[config.mk]
export PLATFORM = sky130hd
export DESIGN_NAME = fetch_stage_ctrl
export DESIGN_NICKNAME = d
export VERILOG_FILES = /design/src/rtl/fetch_stage_ctrl_pkg.sv /design/src/rtl/fetch_stage_ctrl_sat_counter.sv /design/src/rtl/fetch_stage_ctrl.sv
export SDC_FILE = /design/constraint.sdc
export NUM_CORES = 1
export LEC_CHECK = 0
export CAP_MARGIN = 15
export CORE_MARGIN = 3
export CORE_UTILIZATION = 40
export CTS_CLUSTER_DIAMETER = 120
export DETAILED_ROUTE_END_ITERATION = 6
export HOLD_SLACK_MARGIN = 0.03
export PLACE_DENSITY_LB_ADDON = 0.15
export SETUP_SLACK_MARGIN = 0.02
export SLEW_MARGIN = 30
export SYNTH_ARGS = -nofsm -noshare
export SYNTH_HDL_FRONTEND = slang
export SYNTH_HIERARCHICAL = 1
export SYNTH_SLANG_ARGS = --single-unit
[constraint.sdc]
create_clock -name clk -period 1.9 [get_ports clk]
set_input_delay 0.285 -clock clk [delete_from_list [all_inputs] [get_ports clk]]
set_output_delay 0.285 -clock clk [all_outputs]
set_load 0.05 [all_outputs]
[src/rtl/fetch_stage_ctrl_pkg.sv]
// Shared constants for the fetch stage: datapath width, reset PC, bubble encoding
// and the sequential fetch increment.
package fetch_stage_ctrl_pkg;

   localparam int unsigned DEFAULT_XLEN      = 32;
   localparam logic [31:0] DEFAULT_RESET_PC  = 32'h0000_0000;
   // addi x0, x0, 0
   localparam logic [31:0] DEFAULT_NOP_INSTR = 32'h0000_0013;
   localparam int unsigned DEFAULT_CNT_W     = 32;
   localparam int unsigned PC_INCR           = 4;

endpackage : fetch_stage_ctrl_pkg

[src/rtl/fetch_stage_ctrl_sat_counter.sv]
// Saturating up-counter used for the fetch-stage debug event counters.
// Ports:
//   clk   - clock, rising edge
//   rst_n - asynchronous active-low reset, clears the count
//   inc   - count one event on this edge
//   count - current count, sticks at all-ones
module sat_counter #(
   parameter int unsigned W = 32
) (
   input  logic         clk,
   input  logic         rst_n,
   input  logic         inc,
   output logic [W-1:0] count
);

   logic [W-1:0] count_q;
   logic [W-1:0] count_d;

   always_comb begin
      count_d = count_q;
      if (inc && (count_q != {W{1'b1}})) begin
         count_d = count_q + {{(W-1){1'b0}}, 1'b1};
      end
   end

   always_ff @(posedge clk or negedge rst_n) begin
      if (!rst_n) begin
         count_q <= '0;
      end else begin
         count_q <= count_d;
      end
   end

   assign count = count_q;

endmodule : sat_counter

[src/rtl/fetch_stage_ctrl.sv]
// Fetch stage control: owns the PC and the IF/ID pipeline register. Each cycle
// it advances, holds (load-use stall) or squashes (EX redirect) the front end.
// Ports:
//   clk, rst_n         - clock and asynchronous active-low reset
//   PCWrite            - 1 lets the PC advance, 0 holds it
//   Write_IFID         - 1 lets IF/ID load, 0 holds it
//   PCSrcE, PCTargetE  - taken redirect from EX and its target
//   imem_rdata         - instruction at pc_F (combinational memory)
//   pc_F               - fetch PC / imem address
//   instr_IFID, pc_IFID, pc_plus4_IFID, valid_IFID - IF/ID register contents
//   misalign_err       - sticky: some redirect target was not word aligned
//   stall_cnt, flush_cnt - saturating event counters
module fetch_stage_ctrl
   import fetch_stage_ctrl_pkg::*;
#(
   parameter int unsigned      XLEN      = DEFAULT_XLEN,
   parameter logic [XLEN-1:0]  RESET_PC  = XLEN'(DEFAULT_RESET_PC),
   parameter logic [31:0]      NOP_INSTR = DEFAULT_NOP_INSTR,
   parameter int unsigned      CNT_W     = DEFAULT_CNT_W
) (
   input  logic             clk,
   input  logic             rst_n,
   input  logic             PCWrite,
   input  logic             Write_IFID,
   input  logic             PCSrcE,
   input  logic [XLEN-1:0]  PCTargetE,
   input  logic [31:0]      imem_rdata,
   output logic [XLEN-1:0]  pc_F,
   output logic [31:0]      instr_IFID,
   output logic [XLEN-1:0]  pc_IFID,
   output logic [XLEN-1:0]  pc_plus4_IFID,
   output logic             valid_IFID,
   output logic             misalign_err,
   output logic [CNT_W-1:0] stall_cnt,
   output logic [CNT_W-1:0] flush_cnt
);

   logic [XLEN-1:0] pc_q, pc_d, pc_seq;
   logic [31:0]     instr_q, instr_d;
   logic [XLEN-1:0] pc_id_q, pc_id_d;
   logic [XLEN-1:0] pc4_id_q, pc4_id_d;
   logic            valid_q, valid_d;
   logic            misalign_q, misalign_d;
   logic            stall_evt;

   assign pc_seq = pc_q + XLEN'(PC_INCR);

   always_comb begin
      pc_d       = pc_q;
      instr_d    = instr_q;
      pc_id_d    = pc_id_q;
      pc4_id_d   = pc4_id_q;
      valid_d    = valid_q;
      misalign_d = misalign_q;

      if (PCSrcE) begin
         // Low bits are dropped; a non-zero pair is only reported, never honoured.
         pc_d       = {PCTargetE[XLEN-1:2], 2'b00};
         misalign_d = misalign_q | (PCTargetE[1:0] != 2'b00);
      end else if (PCWrite) begin
         pc_d = pc_seq;
      end

      // The flush beats a held IF/ID: whatever is held there is wrong-path.
      if (PCSrcE) begin
         instr_d  = NOP_INSTR;
         pc_id_d  = '0;
         pc4_id_d = '0;
         valid_d  = 1'b0;
      end else if (Write_IFID) begin
         instr_d  = imem_rdata;
         pc_id_d  = pc_q;
         pc4_id_d = pc_seq;
         valid_d  = 1'b1;
      end
   end

   always_ff @(posedge clk or negedge rst_n) begin
      if (!rst_n) begin
         pc_q       <= RESET_PC;
         instr_q    <= NOP_INSTR;
         pc_id_q    <= '0;
         pc4_id_q   <= '0;
         valid_q    <= 1'b0;
         misalign_q <= 1'b0;
      end else begin
         pc_q       <= pc_d;
         instr_q    <= instr_d;
         pc_id_q    <= pc_id_d;
         pc4_id_q   <= pc4_id_d;
         valid_q    <= valid_d;
         misalign_q <= misalign_d;
      end
   end

   // A redirect on a stall cycle counts as a flush only.
   assign stall_evt = !PCWrite && !PCSrcE;

   sat_counter #(
      .W (CNT_W)
   ) u_stall_cnt (
      .clk   (clk),
      .rst_n (rst_n),
      .inc   (stall_evt),
      .count (stall_cnt)
   );

   sat_counter #(
      .W (CNT_W)
   ) u_flush_cnt (
      .clk   (clk),
      .rst_n (rst_n),
      .inc   (PCSrcE),
      .count (flush_cnt)
   );

   assign pc_F          = pc_q;
   assign instr_IFID    = instr_q;
   assign pc_IFID       = pc_id_q;
   assign pc_plus4_IFID = pc4_id_q;
   assign valid_IFID    = valid_q;
   assign misalign_err  = misalign_q;

endmodule : fetch_stage_ctrl

# After elaboration in Yosys (flattened, before gate mapping)
# Index checks and enable logic that the tools add are counted.
word_totals:
  inputBits: 69
  register_bits: 194
classes:
  muxes: 10
  add_sub_neg: 3
  bitwise: 1
  n_eq_ne: 2
  n_reduce_logical: 8
op_table:
  columns: ["operator", "n"]
  rows:
  - ["two-way mux 32 bit", 8]
  - ["adder 32 x 1 -> 32 bit, second input constant", 2]
  - ["inequality test 32 bit, second input constant", 2]
  - ["adder 32 x 3 -> 32 bit, second input constant", 1]
  - ["nonzero test 2 bit", 3]
  - ["logical AND 1 bit", 3]
  - ["zero test 1 bit", 2]
  - ["two-way mux 1 bit", 2]
  - ["OR 1 bit", 1]

# Depth between registers and ports, before layout
logic_depth:
  ltp_word: 3
  ltp_mapped: 10
  mapped_depth_nobuf: 6

# Modules after synthesis
# The synthesis kept the hierarchy.
by_module_without_submodules:
  columns: ["mod", "instances", "cells_per_inst", "area_per_inst_um2"]
  rows:
  - ["fetch_stage_ctrl", 1, 611, 6189.7]
  - ["sat_counter", 2, 151, 1624.1]

# Worst setup path after synthesis
# Ideal clock, no wire load.
synth_path:
  path_type: "register to register"
  startpoint: "register pc_q[2] (netlist: pc_F[2])"
  endpoint: "register pc4_id_q[24] (netlist: pc_plus4_IFID[24])"
  setup_slack_ns: -0.388
  stages_incl_launch_ff: 7
  required_time_ns: 1.801
  period_less_slack_ns: 2.288
  arrival_time_ns: 2.189
  setup_ns: 0.099
  cell_sequence: "dfrtp_1 ha_1 nand4_1 or4_1 buf_2 or3_1 a311oi_1"
synth_via:
  elab_chain_len: 3
synth_rtl:
  columns: ["element", "line_no", "rtl"]
  rows:
  - ["start, declared", "fetch_stage_ctrl.sv:38", "logic [XLEN-1:0] pc_q, pc_d, pc_seq;"]
  - ["start signal, assigned", "fetch_stage_ctrl.sv:87", "pc_q <= pc_d;"]
  - ["adder 32 x 3 -> 32 bit", "fetch_stage_ctrl.sv:46", "assign pc_seq = pc_q + XLEN'(PC_INCR);"]
  - ["two-way mux 32 bit", "fetch_stage_ctrl.sv:70", "end else if (Write_IFID) begin"]
  - ["two-way mux 32 bit", "fetch_stage_ctrl.sv:65", "if (PCSrcE) begin"]
  - ["end signal, assigned", "fetch_stage_ctrl.sv:90", "pc4_id_q <= pc4_id_d;"]
  - ["end, declared", "fetch_stage_ctrl.sv:41", "logic [XLEN-1:0] pc4_id_q, pc4_id_d;"]
# No other way between the ends. The select of a mux whose other input is x is not followed.
# A chain may end at the register's enable or synchronous reset.

# Worst setup path in the final report
layout_path:
  startpoint: "register pc_q[2] (netlist: pc_F[2])"
  endpoint: "register pc_q[22] (netlist: pc_F[22])"
layout_via:
  elab_chain_len: 3
layout_rtl:
  columns: ["element", "line_no", "rtl"]
  rows:
  - ["adder 32 x 3 -> 32 bit", "fetch_stage_ctrl.sv:46", null]
  - ["two-way mux 32 bit", "fetch_stage_ctrl.sv:60", "end else if (PCWrite) begin"]
  - ["two-way mux 32 bit", "fetch_stage_ctrl.sv:56", "if (PCSrcE) begin"]
# No other way between the ends. The select of a mux whose other input is x is not followed.

==> impl_metrics.ini <==
[outcome]
status = finished, violations left
violations = negative setup slack

[grt]
antenna_found_initial = 1
overflow = 0
first_global_vias = 8044
grt_max_degree = 96
grt_pass1_wl_um = 45950
grt_usage_pct = 22.21

[setup_path]
end_kind = flop
crit_required_ns = 2.26
cp_slowest_cell = or4_1
r2r-end = pc_F[22]$_DFFE_PN0N_
start_kind = flop
slowest_delay_ns = 0.46
worst-endpoint-arrival_ns = 2.28
worstRegToRegCells = 6
crit_type = reg2reg
rrSetupSlack_ns = -0.02
timing.rr.start = pc_F[2]$_DFFE_PN0N_
crit_path_max_fanout = 5
worst-path-buf-inv = 1
crit_chain = ha_4 -> nand4_1 -> or4_4 -> buf_6 -> or4_1 -> nand3_1
cp_top_family = simple AND/OR/NAND/NOR gates

[cells_and_area]
layout_common_cells = 188 x buf_4, 121 x nor2_1, 117 x dlygate4sd2_1
area_growth_syn_to_layout_pct = 44.57
fill_cells = 2060
drive_gt1_share_pct = 29.40
layout_commonest_cell = buf_4
finalNonFillerCells = 1576
final_nets = 1321

[sta]
fin_crit_sh_pct = 101.3
clock.fmax_mhz = 519.7
setup_viol = 2
fin_ws_ns = -0.02430
slew_violations = 0
min_period_ns = 1.924
skew_ns = 0.009719
relSlewSlack_pct = 64.09
holdWs_ns = 0.2216
hold_violations = 0
worstMarginPinSlew_ns = 0.5408
rsz0062_at_grt = yes

[routing]
drt_first_pass_iters = 5
routed_wl_um = 28860
drt-initial-drc-count = 449
ant_nets = 0
wl_per_cell_um = 18.31
via_per_inst = 5.244
route.detailed.drc = 0
route.vias.total = 8265

[synth]
synth_warnings = 6
synth-seq-cells = 189
synth_area_mm2 = 0.009438
synthArstFlopShare_pct = 100.0
seq_area_frac_synth_pct = 50.15
syn-instance-count = 913
yosys_most_used_dff = dfrtp_1
ys_types = 53
synth_edf_count = 0
avgSynthCellArea_um2 = 10.34

[hold_path]
min_from = PCSrcE
whs_path_depth = 3
worstHoldEndpoint = misalign_err$_DFFE_PN0P_
hold_class = in2reg

[clocking]
cts.sinks = 189
cts-root-buf = clkbuf_16
clockBufferDepth = 2
cts_buffers = 17
clock_latency_ns = 0.43
cts_tree = yes
cts.clk_slew.worst_paths_ns = 0.08
cts.htree.levels = 4

[place]
numPortBuffers = 260
gp_routability_congestion = 0.8340
hpwl_um = 20200
dp.cells = 1527

[power_and_ir_drop]
p_leak_nw = 6.365
ir_drop_mv = 0.7440
powerDensity_mw_per_mm2 = 854.4

[floorplanning]
fp.dieW_um = 159.6
pin_count = 263
rows = 55
start_util_pct = 41.18
dieArea_mm2 = 0.02547
die_height_um = 159.6
core-area_mm2 = 0.02292

[run]
maxCapViolCount = 0
## power by group
group,internal [mW],switching [mW]
clock,1.94,1.73
sequential,4.37,0.363
combinational,1.10,2.15
## cells in the mapped netlist, types with 10 or more instances
library cell	number	share of area (%)
o21ai_0	24	1.3
or4_1	23	1.8
and3_1	10	0.66
buf_4	10	0.80
xnor2_1	53	4.9
a311oi_1	15	1.4
o31ai_1	17	1.4
nand2_1	66	2.6
or3_1	10	0.66
and4_1	12	1.1
buf_2	11	0.58
mux2i_1	64	6.8
nor2_1	123	4.9
nand3_1	51	2.7
clkbuf_1	31	1.2
a31oi_1	14	0.93
a211oi_1	11	0.87
nand4_1	53	3.5
xor2_1	28	2.6
dfrtp_1	186	49
## layer usage
metal  GRT usage, %  wire (um)  up-vias
met4          5.412        237        0
li1               -          -     3977
met1          30.24      12850     4018
met3          4.917       1636       14
met5              0          0        -
met2          36.24      14130      256
## stage by stage
step                area (um2)  worst slack [ns]  power (mW)  utilization (%)  setup TNS, ns
floorplan                 9767           -0.1554       6.833                -         -1.451
global placement         12940           -0.1927       8.109            56.45         -2.503
detailed placement       12940           -0.1857       8.150            56.45         -2.810
CTS                      13450          -0.02968       11.75            58.71       -0.03116
global route             13640          -0.06374       12.17            59.54        -0.2106
finish                   13640          -0.02430       11.66            59.54       -0.03118
## registers in the layout, indices dropped and copies added (netlist names)
register	flops
u_stall_cnt/count	32
pc_plus4_IFID	30
valid_IFID	1
misalign_err	1
pc_IFID	31
u_flush_cnt/count	32
instr_IFID	32
pc_F	30
## final cells by class
| cell class | count | area, um2 | share of cell area, % |
|---|---|---|---|
| Sequential cell | 189 | 4838 | 35.46 |
| Antenna cell | 1 | 2.502 | 0.01834 |
| Multi-Input combinational cell | 651 | 4512 | 33.07 |
| Timing Repair Buffer | 383 | 3271 | 23.97 |
| Tap cell | 313 | 391.6 | 2.870 |
| Clock inverter | 13 | 150.1 | 1.100 |
| Clock buffer | 19 | 452.9 | 3.320 |
| Inverter | 7 | 26.28 | 0.1926 |
## worst max path at each step
stage,start,to,cells after the start
final,pc_F[2]$_DFFE_PN0N_,pc_F[22]$_DFFE_PN0N_,6
after global placement,PCWrite,pc_F[30]$_DFFE_PN0N_,6
after CTS,pc_F[2]$_DFFE_PN0N_,pc_F[22]$_DFFE_PN0N_,6
after global routing,pc_F[2]$_DFFE_PN0N_,pc_F[22]$_DFFE_PN0N_,6
after floorplan,pc_F[10]$_DFFE_PN0N_,pc_F[22]$_DFFE_PN0N_,6
after detailed placement,PCWrite,u_stall_cnt/count[21]$_DFFE_PN0P_,7
## cell families after synthesis
| kind of cell | Yosys count | synth area share, % |
|---|---|---|
| adder cells (fa/ha/maj) | 3 | 0.3978 |
| flip-flops | 189 | 50.15 |
| other | 1 | 0.03973 |
| multiplexers | 68 | 7.265 |
| buffers and inverters | 76 | 4.826 |
| AO/OA/AOI/OAI | 99 | 7.451 |
| XOR/XNOR | 81 | 7.517 |
| AND/OR/NAND/NOR | 396 | 22.35 |
## repair_timing
action | CTS | global route
hold buffers | 1 | 0
gates cloned | 2 | 1
pin swaps | 4 | 13
resized for setup | 121 | 22
endpoints found under the setup margin | 134 | 58
setup buffers | 3 | 9
hold endpoints to repair | 32 | 0
## worst reg2reg max path, stage by stage, from the launching register on
cell and delay [ns]:
dfrtp_4 0.45, ha_4 0.14, nand4_1 0.10, or4_4 0.44
buf_6 0.15, or4_1 0.46, nand3_1 0.10
Power figures use the tool's default switching activity.
